**src/rtl/ex_stage_mc.sv**
```systemverilog
// Execute stage with EX/MEM pipeline register.
// Provides operand forwarding, a single-cycle ALU and an iterative shift-add
// multiplier that stalls upstream while it runs. Flush squashes the EX
// instruction and aborts a running multiply. Hold freezes the whole stage.
module ex_stage_mc #(
    parameter int DATA_W   = 32,
    parameter int REG_AW   = 5,
    parameter int BR_SHIFT = 2
) (
    input  logic              clk,
    input  logic              rst,
    input  logic              id_valid,
    input  logic              flush,
    input  logic              hold,
    input  logic [1:0]        wb_ctl,
    input  logic [2:0]        m_ctl,
    input  logic              regdst,
    input  logic              alusrc,
    input  logic [1:0]        aluop,
    input  logic [DATA_W-1:0] npcout,
    input  logic [DATA_W-1:0] rdata1,
    input  logic [DATA_W-1:0] rdata2,
    input  logic [DATA_W-1:0] s_extendout,
    input  logic [REG_AW-1:0] instrout_2016,
    input  logic [REG_AW-1:0] instrout_1511,
    input  logic [1:0]        fwd_a,
    input  logic [1:0]        fwd_b,
    input  logic [DATA_W-1:0] fwd_exmem,
    input  logic [DATA_W-1:0] fwd_memwb,
    output logic              ex_stall,
    output logic              ex_mem_valid,
    output logic [1:0]        wb_ctlout,
    output logic              branch,
    output logic              memread,
    output logic              memwrite,
    output logic [DATA_W-1:0] EX_MEM_NPC,
    output logic              zero,
    output logic [DATA_W-1:0] alu_result,
    output logic [DATA_W-1:0] rdata2out,
    output logic [REG_AW-1:0] five_bit_muxout
);

    // Step counter runs 0..DATA_W-1; the last value is the retiring step.
    localparam int               CNT_W    = (DATA_W > 1) ? $clog2(DATA_W) : 1;
    localparam logic [CNT_W-1:0] CNT_LAST = CNT_W'(DATA_W - 1);

    localparam logic [5:0] FN_ADD  = 6'b100000;
    localparam logic [5:0] FN_SUB  = 6'b100010;
    localparam logic [5:0] FN_AND  = 6'b100100;
    localparam logic [5:0] FN_OR   = 6'b100101;
    localparam logic [5:0] FN_SLT  = 6'b101010;
    localparam logic [5:0] FN_MULT = 6'b011000;

    typedef enum logic [2:0] {
        OP_ADD,
        OP_SUB,
        OP_AND,
        OP_OR,
        OP_SLT,
        OP_MULT
    } alu_op_e;

    typedef enum logic {
        ST_IDLE,
        ST_BUSY
    } state_e;

    // Contents of the EX/MEM pipeline register.
    typedef struct packed {
        logic              valid;
        logic [1:0]        wb;
        logic [2:0]        m;
        logic [DATA_W-1:0] npc;
        logic [DATA_W-1:0] alu;
        logic              zero;
        logic [DATA_W-1:0] store;
        logic [REG_AW-1:0] dest;
    } exmem_t;

    // Instruction context held while a multiply iterates.
    typedef struct packed {
        logic [1:0]        wb;
        logic [2:0]        m;
        logic [DATA_W-1:0] npc;
        logic [DATA_W-1:0] store;
        logic [REG_AW-1:0] dest;
    } mul_ctx_t;

    logic [DATA_W-1:0] op_a;
    logic [DATA_W-1:0] op_b_fwd;
    logic [DATA_W-1:0] op_b;
    logic [DATA_W-1:0] alu_val;
    logic [DATA_W-1:0] br_target;
    logic [DATA_W-1:0] prod_step;
    logic [REG_AW-1:0] dest;
    logic [5:0]        funct;
    logic              is_mult;
    alu_op_e           op;

    state_e            state_q,  state_d;
    logic [CNT_W-1:0]  cnt_q,    cnt_d;
    logic [DATA_W-1:0] mcand_q,  mcand_d;
    logic [DATA_W-1:0] mplier_q, mplier_d;
    logic [DATA_W-1:0] prod_q,   prod_d;
    mul_ctx_t          ctx_q,    ctx_d;
    exmem_t            exmem_q,  exmem_d;

    exmem_t            issue_rec;
    exmem_t            retire_rec;
    mul_ctx_t          issue_ctx;

    assign funct     = s_extendout[5:0];
    assign op_b      = alusrc ? s_extendout : op_b_fwd;
    assign dest      = regdst ? instrout_1511 : instrout_2016;
    assign br_target = npcout + (s_extendout << BR_SHIFT);
    assign is_mult   = (op == OP_MULT);

    // One shift-add step: add the shifted multiplicand when the current multiplier bit is set.
    assign prod_step = prod_q + (mplier_q[0] ? mcand_q : '0);

    // Forwarding muxes for both operands; codes 0 and 3 both pick the register file.
    always_comb begin
        op_a     = rdata1;
        op_b_fwd = rdata2;
        case (fwd_a)
            2'd1:    op_a = fwd_exmem;
            2'd2:    op_a = fwd_memwb;
            default: op_a = rdata1;
        endcase
        case (fwd_b)
            2'd1:    op_b_fwd = fwd_exmem;
            2'd2:    op_b_fwd = fwd_memwb;
            default: op_b_fwd = rdata2;
        endcase
    end

    // Decode aluop/funct into an ALU operation; anything unrecognised adds.
    always_comb begin
        op = OP_ADD;
        case (aluop)
            2'b01: op = OP_SUB;
            2'b10: begin
                case (funct)
                    FN_ADD:  op = OP_ADD;
                    FN_SUB:  op = OP_SUB;
                    FN_AND:  op = OP_AND;
                    FN_OR:   op = OP_OR;
                    FN_SLT:  op = OP_SLT;
                    FN_MULT: op = OP_MULT;
                    default: op = OP_ADD;
                endcase
            end
            default: op = OP_ADD;
        endcase
    end

    // Single-cycle ALU; MULT never retires through this path, so it yields zero here.
    always_comb begin
        alu_val = op_a + op_b;
        case (op)
            OP_SUB:  alu_val = op_a - op_b;
            OP_AND:  alu_val = op_a & op_b;
            OP_OR:   alu_val = op_a | op_b;
            OP_SLT:  alu_val = {{(DATA_W-1){1'b0}}, ($signed(op_a) < $signed(op_b))};
            OP_MULT: alu_val = '0;
            default: alu_val = op_a + op_b;
        endcase
    end

    // Records for a single-cycle issue, a multiply capture and a multiply retirement.
    always_comb begin
        issue_rec       = '0;
        issue_rec.valid = id_valid;
        issue_rec.wb    = id_valid ? wb_ctl : 2'b00;
        issue_rec.m     = id_valid ? m_ctl : 3'b000;
        issue_rec.npc   = br_target;
        issue_rec.alu   = alu_val;
        issue_rec.zero  = (alu_val == '0);
        issue_rec.store = op_b_fwd;
        issue_rec.dest  = dest;

        issue_ctx       = '0;
        issue_ctx.wb    = wb_ctl;
        issue_ctx.m     = m_ctl;
        issue_ctx.npc   = br_target;
        issue_ctx.store = op_b_fwd;
        issue_ctx.dest  = dest;

        retire_rec       = '0;
        retire_rec.valid = 1'b1;
        retire_rec.wb    = ctx_q.wb;
        retire_rec.m     = ctx_q.m;
        retire_rec.npc   = ctx_q.npc;
        retire_rec.alu   = prod_step;
        retire_rec.zero  = (prod_step == '0);
        retire_rec.store = ctx_q.store;
        retire_rec.dest  = ctx_q.dest;
    end

    // Next state for the multiplier FSM, its datapath and the EX/MEM register.
    always_comb begin
        // NOTE: every variable takes its current value before any branch, so no path leaves one unassigned and no latch is inferred.
        state_d  = state_q;
        cnt_d    = cnt_q;
        mcand_d  = mcand_q;
        mplier_d = mplier_q;
        prod_d   = prod_q;
        ctx_d    = ctx_q;
        exmem_d  = exmem_q;

        if (flush) begin
            state_d = ST_IDLE;
            cnt_d   = '0;
            exmem_d = '0;
        end else if (!hold) begin
            case (state_q)
                ST_IDLE: begin
                    if (id_valid && is_mult) begin
                        state_d  = ST_BUSY;
                        cnt_d    = '0;
                        mcand_d  = op_a;
                        mplier_d = op_b;
                        prod_d   = '0;
                        ctx_d    = issue_ctx;
                        exmem_d  = '0;
                    end else begin
                        exmem_d = issue_rec;
                    end
                end
                ST_BUSY: begin
                    prod_d   = prod_step;
                    mcand_d  = mcand_q << 1;
                    mplier_d = mplier_q >> 1;
                    if (cnt_q == CNT_LAST) begin
                        state_d = ST_IDLE;
                        cnt_d   = '0;
                        exmem_d = retire_rec;
                    end else begin
                        cnt_d   = cnt_q + CNT_W'(1);
                        exmem_d = '0;
                    end
                end
                default: begin
                    state_d = ST_IDLE;
                    cnt_d   = '0;
                end
            endcase
        end
    end

    // State registers; reset clears EX/MEM immediately and abandons any multiply.
    always_ff @(posedge clk or posedge rst) begin
        if (rst) begin
            // NOTE: the multiplier working registers are reset along with the rest, so nothing in the stage is ever X after reset.
            state_q  <= ST_IDLE;
            cnt_q    <= '0;
            mcand_q  <= '0;
            mplier_q <= '0;
            prod_q   <= '0;
            ctx_q    <= '0;
            exmem_q  <= '0;
        end else begin
            // NOTE: non-blocking assignments make every register sample its _d from the same pre-edge values.
            state_q  <= state_d;
            cnt_q    <= cnt_d;
            mcand_q  <= mcand_d;
            mplier_q <= mplier_d;
            prod_q   <= prod_d;
            ctx_q    <= ctx_d;
            exmem_q  <= exmem_d;
        end
    end

    // The final BUSY cycle drops the stall so upstream advances on the retiring edge.
    assign ex_stall = hold
                    | ((state_q == ST_IDLE) & id_valid & is_mult & ~flush)
                    | ((state_q == ST_BUSY) & (cnt_q != CNT_LAST));

    assign ex_mem_valid    = exmem_q.valid;
    assign wb_ctlout       = exmem_q.wb;
    assign branch          = exmem_q.m[2];
    assign memread         = exmem_q.m[1];
    assign memwrite        = exmem_q.m[0];
    assign EX_MEM_NPC      = exmem_q.npc;
    assign zero            = exmem_q.zero;
    assign alu_result      = exmem_q.alu;
    assign rdata2out       = exmem_q.store;
    assign five_bit_muxout = exmem_q.dest;

endmodule

```
**config.mk**
```make
export PLATFORM = sky130hd
export DESIGN_NAME = ex_stage_mc
export DESIGN_NICKNAME = d
export VERILOG_FILES = /design/src/rtl/ex_stage_mc.sv
export SDC_FILE = /design/constraint.sdc
export NUM_CORES = 1
export LEC_CHECK = 0
export ABC_AREA = 1
export CAP_MARGIN = 20
export CORE_ASPECT_RATIO = 1.2
export CORE_MARGIN = 1.5
export CORE_UTILIZATION = 61
export CTS_CLUSTER_DIAMETER = 100
export DETAILED_ROUTE_END_ITERATION = 8
export GPL_TIMING_DRIVEN = 0
export PLACE_DENSITY = 0.95
export SLEW_MARGIN = 20
export SYNTH_ARGS = -nofsm -noshare
export SYNTH_HDL_FRONTEND = slang
export SYNTH_SLANG_ARGS = --single-unit
```
**constraint.sdc**
```tcl
create_clock -name clk -period 16.5 [get_ports clk]
set_input_delay 1.65 -clock clk [delete_from_list [all_inputs] [get_ports clk]]
set_output_delay 1.65 -clock clk [all_outputs]
set_load 0.01 [all_outputs]
```
==> reports/results.ini, run 1 <==
[setup_path]
path_max_fanout = 10
crit_path_start_kind = input pin
critPathArrivalTime_ns = 8.15
crit_slowest_cell = o21ai_0
slowest_delay_ns = 0.57
critPathMostFrequentCell = nand3_1
worstSetupEndpointType = register
crit_required_ns = 17.02
critPathKind = input pin to register
path_buf_inv = 7
critical_path.top_delay_family = simple AND/OR/NAND/NOR gates

[layout]
synthToLayoutAreaGrowth_pct = 22.4
fin_cells = 4017
postLayoutCellArea_um2 = 27400
drive_gt1_share_pct = 3.96
fill_cells = 2622
final_nets = 3904

[power_and_ir_drop]
p_seq_share_pct = 30.9
p_sw_uw = 1000
p_per_area_nw_per_um2 = 92.4
power_leakage_uw = 0.0135
ir_worst_vdd_v = 0.0000898
swShare_pct = 39.5
combPwrFrac_pct = 39.5
clock_power_share_pct = 29.6
internal_power_uw = 1530

[synthesis]
synth_edf_count = 0
ys.flop_type = dfrtp_1
synthArstFlopShare_pct = 100
synth_common_cells = nand2_1 (765), o21ai_0 (364), inv_1 (349), dfrtp_1 (284), nor2_1 (246)
postSynthRegisterBits = 284
synth_area_leader_cell = dfrtp_1
ys_types = 57
synth.avg_cell_area_um2 = 7.10
synth_nets = 3544
syn_inst = 3160
synth_top_area_share_pct = 31.7
ys_warn_count = 0
synth_area_leaders = dfrtp_1 (32%), nand2_1 (13%), ha_1 (8.9%)
synthMostInstantiatedCell = nand2_1
netlist_area_um2 = 22400
synth-seq-area-share_pct = 31.7

[clocking]
cts_setup_buffers = 0
path_clk_slew_ns = 0.07
numCtsBuffers = 29
cts_sinks = 284
cts.repair.resized = 0
holdBufCountCts = 0
cts_tree = yes
clk_latency_ns = 0.62
cts.htree.levels = 1
cts-root-buf = clkbuf_16
clk_path_buf_depth = 3

[floorplan]
die_w_um = 178
dieArea_um2 = 37900
start_util_pct = 62.2
core_um2 = 36000
die_y_um = 213
io_pins = 329
rows = 76

[route]
drt-initial-drc-count = 4348
ant_nets = 0
wl_um = 102000
vias_per_cell = 6.73
routed-via-count = 27000
avgRoutedWirePerCell_um = 25.3
first_pass_iters = 7
drc_errors = 0

[timing]
rsz0062_at_grt = false
fin_skew_ns = 0.0484
setup_viol = 0
finalCritPeriodShare_pct = 46.3
setup_slack_ns = 8.86
slew_headroom_pct = 5.79
hold_violations = 0
min_period_ns = 7.64
fmaxAchievable_ghz = 0.131
tightestPinTransition_ns = 1.40
tns_ns = 0
holdWs_ns = 0.483
slew_viol_final = 0

[global_routing]
grt_pass1_wl_um = 151000
grtUsageTotal_pct = 53.7
grt_pass1_vias = 25900
grt_max_degree = 101
grt-ovfl-total = 0
antenna_found_initial = 11

[placed_design]
dp_cells = 3957
hpwl_um = 77400
numPortBuffers = 326
pre_cts_slack_ns = 8.91
gp_congestion = 1.07
place_area_um2 = 26400

[status]
outcome = completed

[run]
maxCapViolCount = 0

[min_path]
hp-class = register to register

==> cell usage in the layout (no fill, tap or decap), drive strengths merged, types with 3 or more instances in the layout <==
cell           Yosys  layout
xor2              47      47
fa                 4       4
ha               160     160
o211ai             7       7
xnor2             22      22
dfrtp            284     284
inv              358     359
nor3              18      18
or2                5       5
nand3            168     168
nand2            783     783
a21oi            150     150
nand4             47      47
bufinv             0       6
diode              0      10
a31oi             72      72
a22oi             19      19
mux2i             15      15
clkdlybuf4s50      0     326
o21ai            377     377
o21bai             6       6
a211oi             7       7
clkbuf           109     144
a21boi             6       6
clkinv             2       8
o22ai             20      20
a221o             55      55
o21a               3       3
nor2             252     252
nand3b            16      16
a21o               6       6
buf               32      35
nor4              11      11
mux2               4       4
a22o              82      82
o2111ai            3       3
==> worst reg2reg max path, stage by stage (launching register included) <==
cell and delay [ns]:
dfrtp_1 0.32, clkbuf_1 0.36, clkbuf_1 0.46, nand2_1 0.10, inv_1 0.08, ha_1 0.20, fa_1 0.21, nand2_1 0.07
nand2_1 0.07, o21ai_1 0.11, o21ai_1 0.39, nand2_1 0.12, nand2_1 0.14, nand2_1 0.10, nand2_1 0.11, nand2_1 0.07
nand2_1 0.12, nand4_1 0.10, nand2_1 0.12, xor2_1 0.33, nand2_1 0.12, nor2_1 0.12, nand4_1 0.11, o21ai_1 0.35
nand2_1 0.17, nand2_1 0.12
==> power groups by stage <==
stage          logic, uW  registers, uW  clock network (uW)
2_1_floorplan        559            797                   0
3_3_place_gp         917            791                   0
3_5_place_dp         935            792                   0
4_1_cts              948            781                 733
5_1_grt             1060            787                 769
6_report            1000            785                 750
==> metal layers <==
layer,track usage [%],up-vias,share of wire (%)
met3,19.1,712,14
li1,-,11400,-
met5,3.49,-,0.14
met1,62.3,12400,34
met2,79.0,2523,42
met4,44.2,6,10
==> per-stage QoR <==
step / utilization [%] / total power [uW]
floorplan: - / 1360
global placement: 72.9 / 1710
detailed placement: 73.2 / 1730
CTS: 76.1 / 2460
global route: 76.1 / 2620
finish: 76.2 / 2540
==> flip-flops by register name, indices dropped and copies added, names as in the netlist, 32 cells and up <==
signal      cells
EX_MEM_NPC     32
alu_result     32
ctx_q          74
mcand_q        32
mplier_q       32
prod_q         32
rdata2out      32
==> cell families after synthesis <==
| family | after synthesis | synth area share [%] |
|---|---|---|
| AND/OR/NAND/NOR | 1302 | 24.5 |
| XOR/XNOR | 69 | 2.69 |
| AO/OA/AOI/OAI | 821 | 22.3 |
| multiplexers | 19 | 0.870 |
| adder cells (fa/ha/maj) | 164 | 9.28 |
| flip-flops | 284 | 31.7 |
| buffers and inverters | 501 | 8.71 |
==> path summary, 6_finish.rpt <==
path                       cells after the start                       from                         to  slack, ns
setup reg to reg                              25    mplier_q[0]$_DFFE_PP0P_           zero$_DFFE_PP0P_      11.87
min in group asynchronous                      2                        rst  EX_MEM_NPC[5]$_DFFE_PP0P_       1.43
hold / removal                                 2  alu_result[7]$_DFFE_PP0P_  alu_result[7]$_DFFE_PP0P_       0.48
hold reg to reg                                2  alu_result[7]$_DFFE_PP0P_  alu_result[7]$_DFFE_PP0P_       0.48
max in group asynchronous                      4                        rst     prod_q[20]$_DFFE_PP0P_      13.84
setup / recovery                              30                   fwd_b[0]           zero$_DFFE_PP0P_       8.86
==> final cells by class <==
cell class	instances	area [um2]	area share, %
Antenna cell	10	25.0	0.0912
Buffer	141	602	2.19
Clock buffer	35	798	2.91
Clock inverter	15	253	0.921
Inverter	360	1360	4.96
Multi-Input combinational cell	2375	13400	48.7
Sequential cell	284	7110	25.9
Tap cell	468	586	2.13
Timing Repair Buffer	329	3350	12.2
Note: power is estimated with default switching activity, not from simulation.
==> inputs of run 2 (changes only) <==
--- a/config.mk
+++ b/config.mk
@@ -9,11 +9,11 @@
 export CAP_MARGIN = 20
 export CORE_ASPECT_RATIO = 1.2
 export CORE_MARGIN = 1.5
-export CORE_UTILIZATION = 61
+export CORE_UTILIZATION = 51
 export CTS_CLUSTER_DIAMETER = 100
 export DETAILED_ROUTE_END_ITERATION = 8
 export GPL_TIMING_DRIVEN = 0
-export PLACE_DENSITY = 0.95
+export PLACE_DENSITY = 0.9
 export SLEW_MARGIN = 20
 export SYNTH_ARGS = -nofsm -noshare
 export SYNTH_HDL_FRONTEND = slang
==> constraint.sdc (replaced) <==
create_clock -name clk -period 6.7 [get_ports clk]
set_input_delay 0.67 -clock clk [delete_from_list [all_inputs] [get_ports clk]]
set_output_delay 0.67 -clock clk [all_outputs]
set_load 0.01 [all_outputs]
==> run 2 against run 1 <==
  * Final area rose by 1.2%
  * Global-route usage fell by 13 points
  * Register-to-register slack worse by 9.6 ns
  * Combinational power increased by 140%
  * Critical path type unchanged
  * Cell count is 2.6% higher
  * Sequential power increased by 150%
==> reports/results.ini, run 2 (same netlist as run 1, synthesis figures left out) <==
[status]
outcome = completed

[setup_path]
critPathKind = input pin to register
critPathArrivalTime_ns = 7.01  ; -1.14 ns
path_max_fanout = 10  ; unchanged
crit_path_start_kind = input pin
crit_required_ns = 7.22  ; -9.80 ns
worstSetupEndpointType = register
r2r_slack_ns = 2.29  ; -9.58 ns

[clocking]
cts_tree = yes
clk_path_buf_depth = 3  ; unchanged
clk_latency_ns = 0.60  ; -0.02 ns
path_clk_slew_ns = 0.07  ; about the same
cts.htree.levels = 1  ; unchanged
cts_sinks = 284  ; unchanged
numCtsBuffers = 29  ; unchanged
cts-root-buf = clkbuf_16
cts_setup_buffers = 0  ; unchanged
holdBufCountCts = 0  ; unchanged
cts.repair.resized = 0  ; unchanged

[placed_design]
gp_congestion = 1.05  ; -2.0%
numPortBuffers = 326  ; unchanged
pre_cts_slack_ns = -0.138  ; -9.05 ns
hpwl_um = 76800  ; -0.70%

[power_and_ir_drop]
internal_power_uw = 3940  ; +160%
ir_worst_vdd_v = 0.000216  ; +140%
power_leakage_uw = 0.0136  ; +0.76%
p_seq_share_pct = 30.4  ; -0.5 points
total_power_uw = 6340  ; +150%
p_sw_uw = 2400  ; +140%
swShare_pct = 37.9  ; -1.6 points
clock_power_share_pct = 31.5  ; +1.9 points
p_per_area_nw_per_um2 = 228  ; +150%
combPwrFrac_pct = 38.1  ; -1.4 points

[layout]
final_common_cell = nand2_1
final_nets = 3910  ; +0.15%
drive_gt1_share_pct = 4.25  ; +0.30 points
largest-register = ctx_q
largest_reg_flops = 74  ; unchanged
layout_common_cells = nand2_1 (765), o21ai_0 (364), inv_1 (348)
synthToLayoutAreaGrowth_pct = 23.9

[min_path]
hp-class = input pin to asynchronous set/reset pin

[floorplan]
start_util_pct = 51.4  ; -11 points
io_pins = 329  ; unchanged
dieArea_um2 = 45300  ; +19%
rows = 84  ; +11%
die_y_um = 233  ; +9.2%
die_w_um = 194  ; +9.2%
core_um2 = 43600  ; +21%

[timing]
slew_viol_final = 0  ; unchanged
min_period_ns = 6.50
setup_slack_ns = 0.205  ; -8.66 ns
fin_skew_ns = 0.0240  ; -0.0244 ns
setup_viol = 0  ; unchanged
rsz0062_at_grt = false
hold_violations = 0  ; unchanged
slew_headroom_pct = 13.4  ; +7.6 points
tightestPinTransition_ns = 1.29  ; -0.112 ns
fmaxAchievable_ghz = 0.154
finalCritPeriodShare_pct = 96.9

[global_routing]
antenna_found_initial = 16  ; +5
grt_util_met2_pct = 65.9  ; -13 points
met1_usage_pct = 50.1  ; -12 points
met3_usage_pct = 7.33  ; -12 points
top_usage_layer = met2
grtUsageTotal_pct = 41.1  ; -13 points
grt_max_degree = 35  ; -65%
grt_pass1_wl_um = 141000  ; -6.1%
grt_pass1_vias = 24100  ; -6.7%
grt-ovfl-total = 0  ; unchanged

[route]
first_pass_iters = 7  ; unchanged
wl_um = 94500  ; -7.2%
drt-initial-drc-count = 3275  ; -25%
drc_errors = 0  ; unchanged
vias_per_cell = 6.15  ; -8.6%
avgRoutedWirePerCell_um = 22.9  ; -9.6%
routed-via-count = 25400  ; -6.2%
ant_nets = 0  ; unchanged

[run]
maxCapViolCount = 0  ; unchanged

-- run 2: layout make-up --
cell class,instances,area [um2]
fill,3794,15800
multi-input combinational,2375,13400
sequential,284,7110
timing repair buffer,335,3450
inverter,360,1360
clock buffer,30,739
tap,559,699
buffer,141,601
clock inverter,24,423
antenna,15,37.5
-- run 2: routing by layer --
metal	vias to the layer above	routed length, um
met5	-	0
met4	0	7640
met3	388	9810
met2	1725	42100
met1	11800	34900
li1	11500	-
-- run 2: worst max-delay path: stages --
cell and delay (ns):
clkdlybuf4s50_1 0.53, inv_1 0.06, ha_1 0.30, buf_6 0.14, clkbuf_1 0.30, a221o_1 0.35
o21ai_0 0.23, o21ai_0 0.41, ha_1 0.36, fa_1 0.46, nor2_1 0.10, nand2_1 0.06
nand2_1 0.17, nand2_1 0.08, nand3_1 0.19, nand3_2 0.14, nand3_2 0.13, nand2_1 0.09
nand2_2 0.14, nand3_1 0.10, a21oi_1 0.40, nor2_1 0.18, nor3_1 0.54, nand4_1 0.20
o21ai_1 0.43, nand2_1 0.14, nand2_1 0.09
-- run 2: final timing paths --
check | endpoint | from | depth (start not counted)
max | zero$_DFFE_PP0P_ | fwd_b[0] | 27
min in group clk | alu_result[6]$_DFFE_PP0P_ | alu_result[6]$_DFFE_PP0P_ | 2
min reg2reg | alu_result[6]$_DFFE_PP0P_ | alu_result[6]$_DFFE_PP0P_ | 2
min | EX_MEM_NPC[14]$_DFFE_PP0P_ | rst | 2
max reg2reg | zero$_DFFE_PP0P_ | mplier_q[0]$_DFFE_PP0P_ | 25
max in group asynchronous | prod_q[30]$_DFFE_PP0P_ | rst | 6
-- run 2: metrics by stage --
stage	setup TNS, ns	cells	hold slack [ns]	instance area (um2)	util (%)
6_report	0	4123	0.478	27800	63.7
5_1_grt	0	4121	0.506	27800	63.7
4_1_cts	0	4108	0.489	27700	63.6
3_5_place_dp	-0.138	4054	0.473	26600	61.0
3_3_place_gp	-0.0813	4045	0.463	26400	60.5
2_1_floorplan	0	3160	0.448	22400	-
-- run 2: power groups by stage --
stage	Combinational (uW)	Clock [uW]	Sequential, uW
floorplan	1380	0	1960
global placement	2280	0	1950
detailed placement	2310	0	1950
CTS	2330	1980	1920
global route	2600	2060	1940
finish	2410	1990	1930
